[src/rtl/mem_lsu.sv]
// Load/store unit for the MEM stage. It accepts one request at a time,
// drives the data RAM with big-endian byte lanes, and returns extended
// load data or SC status. It also owns the LL/SC link bit, checks
// alignment, and aborts a load if the RAM never responds.
module mem_lsu #(
  parameter int TIMEOUT = 16,
  parameter int CNT_W   = 5
) (
  input  logic        clk,
  input  logic        rst,
  input  logic        req_valid_i,
  output logic        req_ready_o,
  input  logic [3:0]  op_i,
  input  logic [31:0] addr_i,
  input  logic [31:0] wdata_i,
  input  logic        llbit_clr_i,
  output logic        ram_ce_o,
  output logic        ram_we_o,
  output logic [31:0] ram_addr_o,
  output logic [3:0]  ram_sel_o,
  output logic [31:0] ram_data_o,
  input  logic [31:0] ram_data_i,
  input  logic        ram_ready_i,
  output logic        resp_valid_o,
  output logic [31:0] resp_data_o,
  output logic [1:0]  resp_err_o,
  output logic        stall_o,
  output logic        llbit_o
);

  localparam logic [3:0] OP_LB  = 4'd0;
  localparam logic [3:0] OP_LBU = 4'd1;
  localparam logic [3:0] OP_LH  = 4'd2;
  localparam logic [3:0] OP_LHU = 4'd3;
  localparam logic [3:0] OP_LW  = 4'd4;
  localparam logic [3:0] OP_SB  = 4'd5;
  localparam logic [3:0] OP_SH  = 4'd6;
  localparam logic [3:0] OP_SW  = 4'd7;
  localparam logic [3:0] OP_LL  = 4'd8;
  localparam logic [3:0] OP_SC  = 4'd9;

  localparam logic [1:0] ERR_OK    = 2'd0;
  localparam logic [1:0] ERR_ALIGN = 2'd1;
  localparam logic [1:0] ERR_TMO   = 2'd2;
  localparam logic [1:0] ERR_OP    = 2'd3;

  localparam logic [CNT_W-1:0] CNT_LAST = CNT_W'(TIMEOUT - 1);

  typedef enum logic [1:0] {
    S_IDLE,
    S_ACCESS,
    S_RESP
  } state_t;

  state_t            state_reg, state_next;
  logic [3:0]        op_reg, op_next;
  logic [31:0]       addr_reg, addr_next;
  logic [31:0]       wdata_reg, wdata_next;
  logic [CNT_W-1:0]  cnt_reg, cnt_next;
  logic              llbit_reg, llbit_next;
  logic [31:0]       data_reg, data_next;
  logic [1:0]        err_reg, err_next;

  function automatic logic is_byte(input logic [3:0] op);
    return (op == OP_LB) || (op == OP_LBU) || (op == OP_SB);
  endfunction

  function automatic logic is_half(input logic [3:0] op);
    return (op == OP_LH) || (op == OP_LHU) || (op == OP_SH);
  endfunction

  function automatic logic is_store(input logic [3:0] op);
    return (op == OP_SB) || (op == OP_SH) || (op == OP_SW) || (op == OP_SC);
  endfunction

  // Lane enables: byte lane 0 of the address lives in bits [31:24].
  function automatic logic [3:0] lane_sel(input logic [3:0] op, input logic [1:0] a);
    if (is_byte(op))      return 4'b1000 >> a;
    else if (is_half(op)) return a[1] ? 4'b0011 : 4'b1100;
    else                  return 4'b1111;
  endfunction

  // Stores place the datum on every lane so that sel alone picks the target bytes.
  function automatic logic [31:0] lane_data(input logic [3:0] op, input logic [31:0] d);
    if (is_byte(op))      return {4{d[7:0]}};
    else if (is_half(op)) return {2{d[15:0]}};
    else                  return d;
  endfunction

  // Pick the addressed byte/half out of the RAM word and extend it.
  function automatic logic [31:0] load_extract(input logic [3:0] op, input logic [1:0] a,
                                               input logic [31:0] d);
    logic [7:0]  b;
    logic [15:0] h;
    case (a)
      2'd0:    b = d[31:24];
      2'd1:    b = d[23:16];
      2'd2:    b = d[15:8];
      default: b = d[7:0];
    endcase
    h = a[1] ? d[15:0] : d[31:16];
    case (op)
      OP_LB:   return {{24{b[7]}}, b};
      OP_LBU:  return {24'd0, b};
      OP_LH:   return {{16{h[15]}}, h};
      OP_LHU:  return {16'd0, h};
      default: return d;
    endcase
  endfunction

  // State and datapath registers; reset aborts any access in flight.
  always_ff @(posedge clk or negedge rst) begin
    if (!rst) begin
      state_reg <= S_IDLE;
      op_reg    <= 4'd0;
      addr_reg  <= 32'd0;
      wdata_reg <= 32'd0;
      cnt_reg   <= '0;
      llbit_reg <= 1'b0;
      data_reg  <= 32'd0;
      err_reg   <= ERR_OK;
    end else begin
      state_reg <= state_next;
      op_reg    <= op_next;
      addr_reg  <= addr_next;
      wdata_reg <= wdata_next;
      cnt_reg   <= cnt_next;
      llbit_reg <= llbit_next;
      data_reg  <= data_next;
      err_reg   <= err_next;
    end
  end

  // Next-state logic and all outputs, decoded from the current state.
  always_comb begin
    state_next   = state_reg;
    op_next      = op_reg;
    addr_next    = addr_reg;
    wdata_next   = wdata_reg;
    cnt_next     = cnt_reg;
    llbit_next   = llbit_reg;
    data_next    = data_reg;
    err_next     = err_reg;

    req_ready_o  = 1'b0;
    ram_ce_o     = 1'b0;
    ram_we_o     = 1'b0;
    ram_addr_o   = 32'd0;
    ram_sel_o    = 4'd0;
    ram_data_o   = 32'd0;
    resp_valid_o = 1'b0;
    resp_data_o  = 32'd0;
    resp_err_o   = ERR_OK;
    stall_o      = 1'b0;

    case (state_reg)
      S_IDLE: begin
        req_ready_o = 1'b1;
        stall_o     = req_valid_i;
        cnt_next    = '0;
        if (req_valid_i) begin
          op_next    = op_i;
          addr_next  = addr_i;
          wdata_next = wdata_i;
          data_next  = 32'd0;
          err_next   = ERR_OK;
          if (op_i > OP_SC) begin
            err_next   = ERR_OP;
            state_next = S_RESP;
          end else if ((is_half(op_i) && addr_i[0]) ||
                       (!is_byte(op_i) && !is_half(op_i) && (addr_i[1:0] != 2'd0))) begin
            err_next   = ERR_ALIGN;
            state_next = S_RESP;
          end else if ((op_i == OP_SC) && !llbit_reg) begin
            // Link already broken: report failure without touching the RAM.
            state_next = S_RESP;
          end else begin
            state_next = S_ACCESS;
          end
        end
      end

      S_ACCESS: begin
        stall_o    = 1'b1;
        ram_ce_o   = 1'b1;
        ram_addr_o = {addr_reg[31:2], 2'b00};
        ram_sel_o  = lane_sel(op_reg, addr_reg[1:0]);
        ram_data_o = lane_data(op_reg, wdata_reg);
        if (is_store(op_reg)) begin
          ram_we_o   = 1'b1;
          state_next = S_RESP;
          if (op_reg == OP_SC) begin
            data_next  = 32'd1;
            llbit_next = 1'b0;
          end
        end else if (ram_ready_i) begin
          data_next  = load_extract(op_reg, addr_reg[1:0], ram_data_i);
          state_next = S_RESP;
          if (op_reg == OP_LL) llbit_next = 1'b1;
        end else if (cnt_reg == CNT_LAST) begin
          data_next  = 32'd0;
          err_next   = ERR_TMO;
          state_next = S_RESP;
        end else begin
          cnt_next = cnt_reg + 1'b1;
        end
      end

      S_RESP: begin
        resp_valid_o = 1'b1;
        resp_data_o  = data_reg;
        resp_err_o   = err_reg;
        state_next   = S_IDLE;
      end

      default: state_next = S_IDLE;
    endcase

    // An external clear overrides any LL set in the same cycle.
    if (llbit_clr_i) llbit_next = 1'b0;
  end

  assign llbit_o = llbit_reg;

endmodule

[config.mk]
export PLATFORM = sky130hd
export DESIGN_NAME = mem_lsu
export DESIGN_NICKNAME = d
export VERILOG_FILES = /design/src/rtl/mem_lsu.sv
export SDC_FILE = /design/constraint.sdc
export NUM_CORES = 1
export LEC_CHECK = 0
export CAP_MARGIN = 5
export CORE_ASPECT_RATIO = 1.75
export CORE_UTILIZATION = 50
export DETAILED_ROUTE_END_ITERATION = 10
export DONT_BUFFER_PORTS = 1
export GPL_TIMING_DRIVEN = 0
export PLACE_DENSITY = 0.65
export SYNTH_ARGS = -nofsm -noshare
export SYNTH_HDL_FRONTEND = slang
export SYNTH_SLANG_ARGS = --single-unit
[constraint.sdc]
create_clock -name clk -period 2.8 [get_ports clk]
set_input_delay 0.14 -clock clk [delete_from_list [all_inputs] [get_ports clk]]
set_output_delay 0.14 -clock clk [all_outputs]
set_load 0.01 [all_outputs]
==> metrics.csv <==
stage;metric;value;unit
run_status;status;complete, no violations;
cells_and_area;Storage cell area;2750;sq um
synthesis;xor and xnor fraction of the mapped netlist area;0.00144;
setup_path;Worst Path Max Fanout;10;
setup_path;RR Startpoint;state_reg[1]$_DFFE_PN0P_;
synthesis;synthesis warning total;0;
synthesis;mux share of post-synthesis cell area;0.175;
power_and_ir_drop;pwr/cell area;916;nW/um^2
die;number of placement rows;53;
synthesis;sequential area share after synthesis;0.451;
power_and_ir_drop;maximum vdd drop;0.583;mV
routing;# DRC;0;
die;Initial Utilization;0.511;
cts;Max clock buf depth;2;
routing;Routed WL;17.9;mm
cells_and_area;fill count;951;
timing;setup ws final;0.283;ns
cts;H-tree levels;3;
cells_and_area;Nets;806;
die;die width;85.5;um
setup_path;crit end category;flop;
timing;setup TNS;0;ns
worst_hold_path;Min-Delay Endpoint;err_reg[1]$_DFFE_PN0P_;
setup_path;FF-to-FF End;llbit_o$_DFFE_PN0P_;
power_and_ir_drop;Sw Ratio;0.399;
power_and_ir_drop;Final Power;6.94;mW
routing;DR vias/cell;6.06;
synthesis;Synth Area in Compound Gates;0.144;
synthesis;Syn Inst Count;588;
cts;total CTS buffers;9;
setup_path;startpoint types;flop;
synthesis;Synth Area in Simple Gates;0.176;
power_and_ir_drop;Sw Pwr;2.77;mW
timing;final setup fails;0;
cts;Clk Latency, worst-skew pair;0.36;ns
synthesis;largest family of logic cells by synthesized area;simple AND/OR/NAND/NOR gates;
place;Final HPWL DP;12.7;mm
global_route;antenna violations before repair;0;
cells_and_area;ant diodes;0;
routing;initial drt markers;213;
routing;vias;5098;
routing;WL/cell;21.3;um
timing;post-layout min period;2.52;ns
synthesis;post-synth top area share;0.451;
synthesis;synthesized cell area;6100;sq um
cells_and_area;fin area;7580;sq um
power_and_ir_drop;register share of total power;0.377;
synthesis;Synth top cells by count;dfrtp_1 (110), mux2_2 (81), and2_1 (75);
die;Ports;213;
synthesis;EDFF count, synth;0;
setup_path;CP Class;flop to flop;
power_and_ir_drop;Pint;4.17;mW
cts;clock sinks;110;
cells_and_area;Layout area overhead;24.3;%
timing;Slew Viols, Final;0;
timing;RSZ-0062 raised after global routing;false;
synthesis;synth top area cells;dfrtp_1 (45%), mux2_2 (15%), and2_1 (7.7%), nand2_1 (4.2%), a21oi_1 (3.0%);
cells_and_area;area of the multi-input gates;3070;sq um
synthesis;most frequent cell after synthesis;dfrtp_1;
power_and_ir_drop;clock share of power;0.187;
worst_hold_path;worst hold path stage count;2;
cells_and_area;layout cell share with drive strength beyond 1;0.209;
place;IO Port Bufs;0;
power_and_ir_drop;Lkg Pwr;3.24;nW
job;max cap viols;0;
setup_path;Worst EP arrival;2.75;ns
place;Final Wtd Congestion;0.914;
synthesis;register bit total from synthesis;110;
die;Core Box Area;11900;sq um
global_route;largest net degree at the start of global routing;111;
synthesis;mean area per synthesized cell;10.4;sq um
global_route;global-route wire length before repair;27.9;mm
timing;Least-Margin Pin Slew;0.802;ns
setup_path;worst reg-to-reg path cell count;7;
timing;fmax;397;MHz
global_route;Total Routing Usage GR;0.287;
cts;CTS tree;done;
worst_hold_path;hold_sp;op_i[1];
cts;Post-CTS Setup Inserts;0;
synthesis;number of distinct library cells after synthesis;58;
place;DP Area;6270;sq um
synthesis;prevailing post-synth register cell;dfrtp_1;
timing;final worst-path cycle share;0.899;
routing;Detail Route Antenna Nets;0;
setup_path;internal reg-to-reg setup slack;0.28;ns
power_and_ir_drop;Comb pwr share;0.436;
global_route;total congestion overflow;0;
die;die footprint;12700;sq um
setup_path;CP required;3.04;ns
cts;Worst-path clk slew;0.08;ns
timing;Slew HR;0.463;
timing;Hold Fails Final Rpt;0;
routing;drt first pass iters;6;
cts;clk root buf;clkbuf_16;
timing;clk_skew;0.00977;ns
place;pre-CTS setup slack;0.530;ns
die;Die H;148;um
synthesis;Synth area leader;dfrtp_1;
synthesis;fraction of registers with async set/reset;1.00;
synthesis;Synth Area in Adders;0.00410;
worst_hold_path;worst min path class;input pin to flop;
global_route;vias in the first global route;5430;
-- cell families (layout without fill, tap and decap cells) --
group / Yosys count / in the layout
mux: 89 / 89
buf+inv: 57 / 172
xor+xnor: 1 / 1
fa+ha+maj: 2 / 2
simple gates: 206 / 206
other cells: 1 / 2
flops: 110 / 110
compound gates: 122 / 122
-- repair_timing --
action	in CTS	in global routing
hold buffers	97	2
gates resized for setup	0	0
hold endpoints to repair	206	2
-- power by group through the flow --
stage                     logic, mW  clock network, mW  registers, mW
final                          3.03               1.30           2.62
after global routing           3.30               1.37           2.70
after CTS                      3.01               1.32           2.61
after detailed placement       2.85                  0           2.64
after global placement         2.78                  0           2.61
after floorplan                2.29                  0           2.48
-- per-layer routing --
metal	track usage	up-vias	part of all wire	wire length, um
li1	-	2304	-	-
met1	0.296	2491	0.34	6180
met2	0.523	256	0.53	9540
met3	0.0782	47	0.080	1430
met4	0.144	0	0.043	763
met5	0	-	0	0
-- layout by cell type, fill, tap and decap left out, types with 2 or more instances in the layout --
cell type	netlist	routed
a211o_1	2	2
a211oi_1	2	2
a21oi_1	36	36
a221o_1	17	17
a22o_1	3	3
a22oi_1	7	7
a31oi_1	3	3
a32o_1	2	2
and2_1	75	75
buf_1	2	2
buf_2	25	25
buf_4	4	4
buf_6	3	3
clkbuf_1	14	14
clkbuf_16	0	9
conb_1	1	2
dfrtp_1	110	110
dlygate4sd3_1	0	98
ha_1	2	2
inv_1	8	8
inv_8	0	3
mux2_1	2	2
mux2_2	81	81
mux4_2	6	6
nand2_1	68	68
nand2b_1	5	5
nand3_1	12	12
nand3b_1	2	2
nor2_1	18	18
nor2b_1	8	8
nor3_1	8	8
nor3_2	2	2
o21ai_0	25	25
o21ai_1	2	2
o311ai_0	7	7
-- critical path, stage by stage (launching register included) --
cell	delay, ns
dfrtp_1	0.37
buf_2	0.18
nand2b_1	0.15
clkbuf_1	0.19
inv_1	0.25
clkbuf_1	0.51
a211oi_1	0.15
dlygate4sd3_1	0.60
-- worst max-delay path by stage --
stage                              from                       end  slack [ns]
2_1_floorplan    cnt_reg[0]$_DFFE_PN0P_    cnt_reg[0]$_DFFE_PN0P_        0.81
3_3_place_gp     cnt_reg[0]$_DFFE_PN0P_  data_reg[29]$_DFFE_PN0P_        0.54
3_5_place_dp     cnt_reg[0]$_DFFE_PN0P_  data_reg[29]$_DFFE_PN0P_        0.53
4_1_cts        state_reg[1]$_DFFE_PN0P_       llbit_o$_DFFE_PN0P_        0.28
5_1_grt        state_reg[1]$_DFFE_PN0P_       llbit_o$_DFFE_PN0P_        0.09
6_report       state_reg[1]$_DFFE_PN0P_       llbit_o$_DFFE_PN0P_        0.28
-- per-stage QoR --
step	hold WS (ns)	std cells	utilization
6_report	0.0273	841	0.635
5_1_grt	0.0329	841	0.635
4_1_cts	0.00574	839	0.634
3_5_place_dp	-0.150	726	0.526
3_3_place_gp	-0.150	726	0.526
2_1_floorplan	-0.156	589	-
-- layout make-up --
type | count | area share
inverter | 9 | 0.00445
clock buffer | 9 | 0.0297
tap | 137 | 0.0226
timing repair buffer | 99 | 0.133
clock inverter | 7 | 0.00990
sequential | 110 | 0.363
multi-input combinational | 422 | 0.405
buffer | 48 | 0.0328
(Power assumes the default switching activity.)
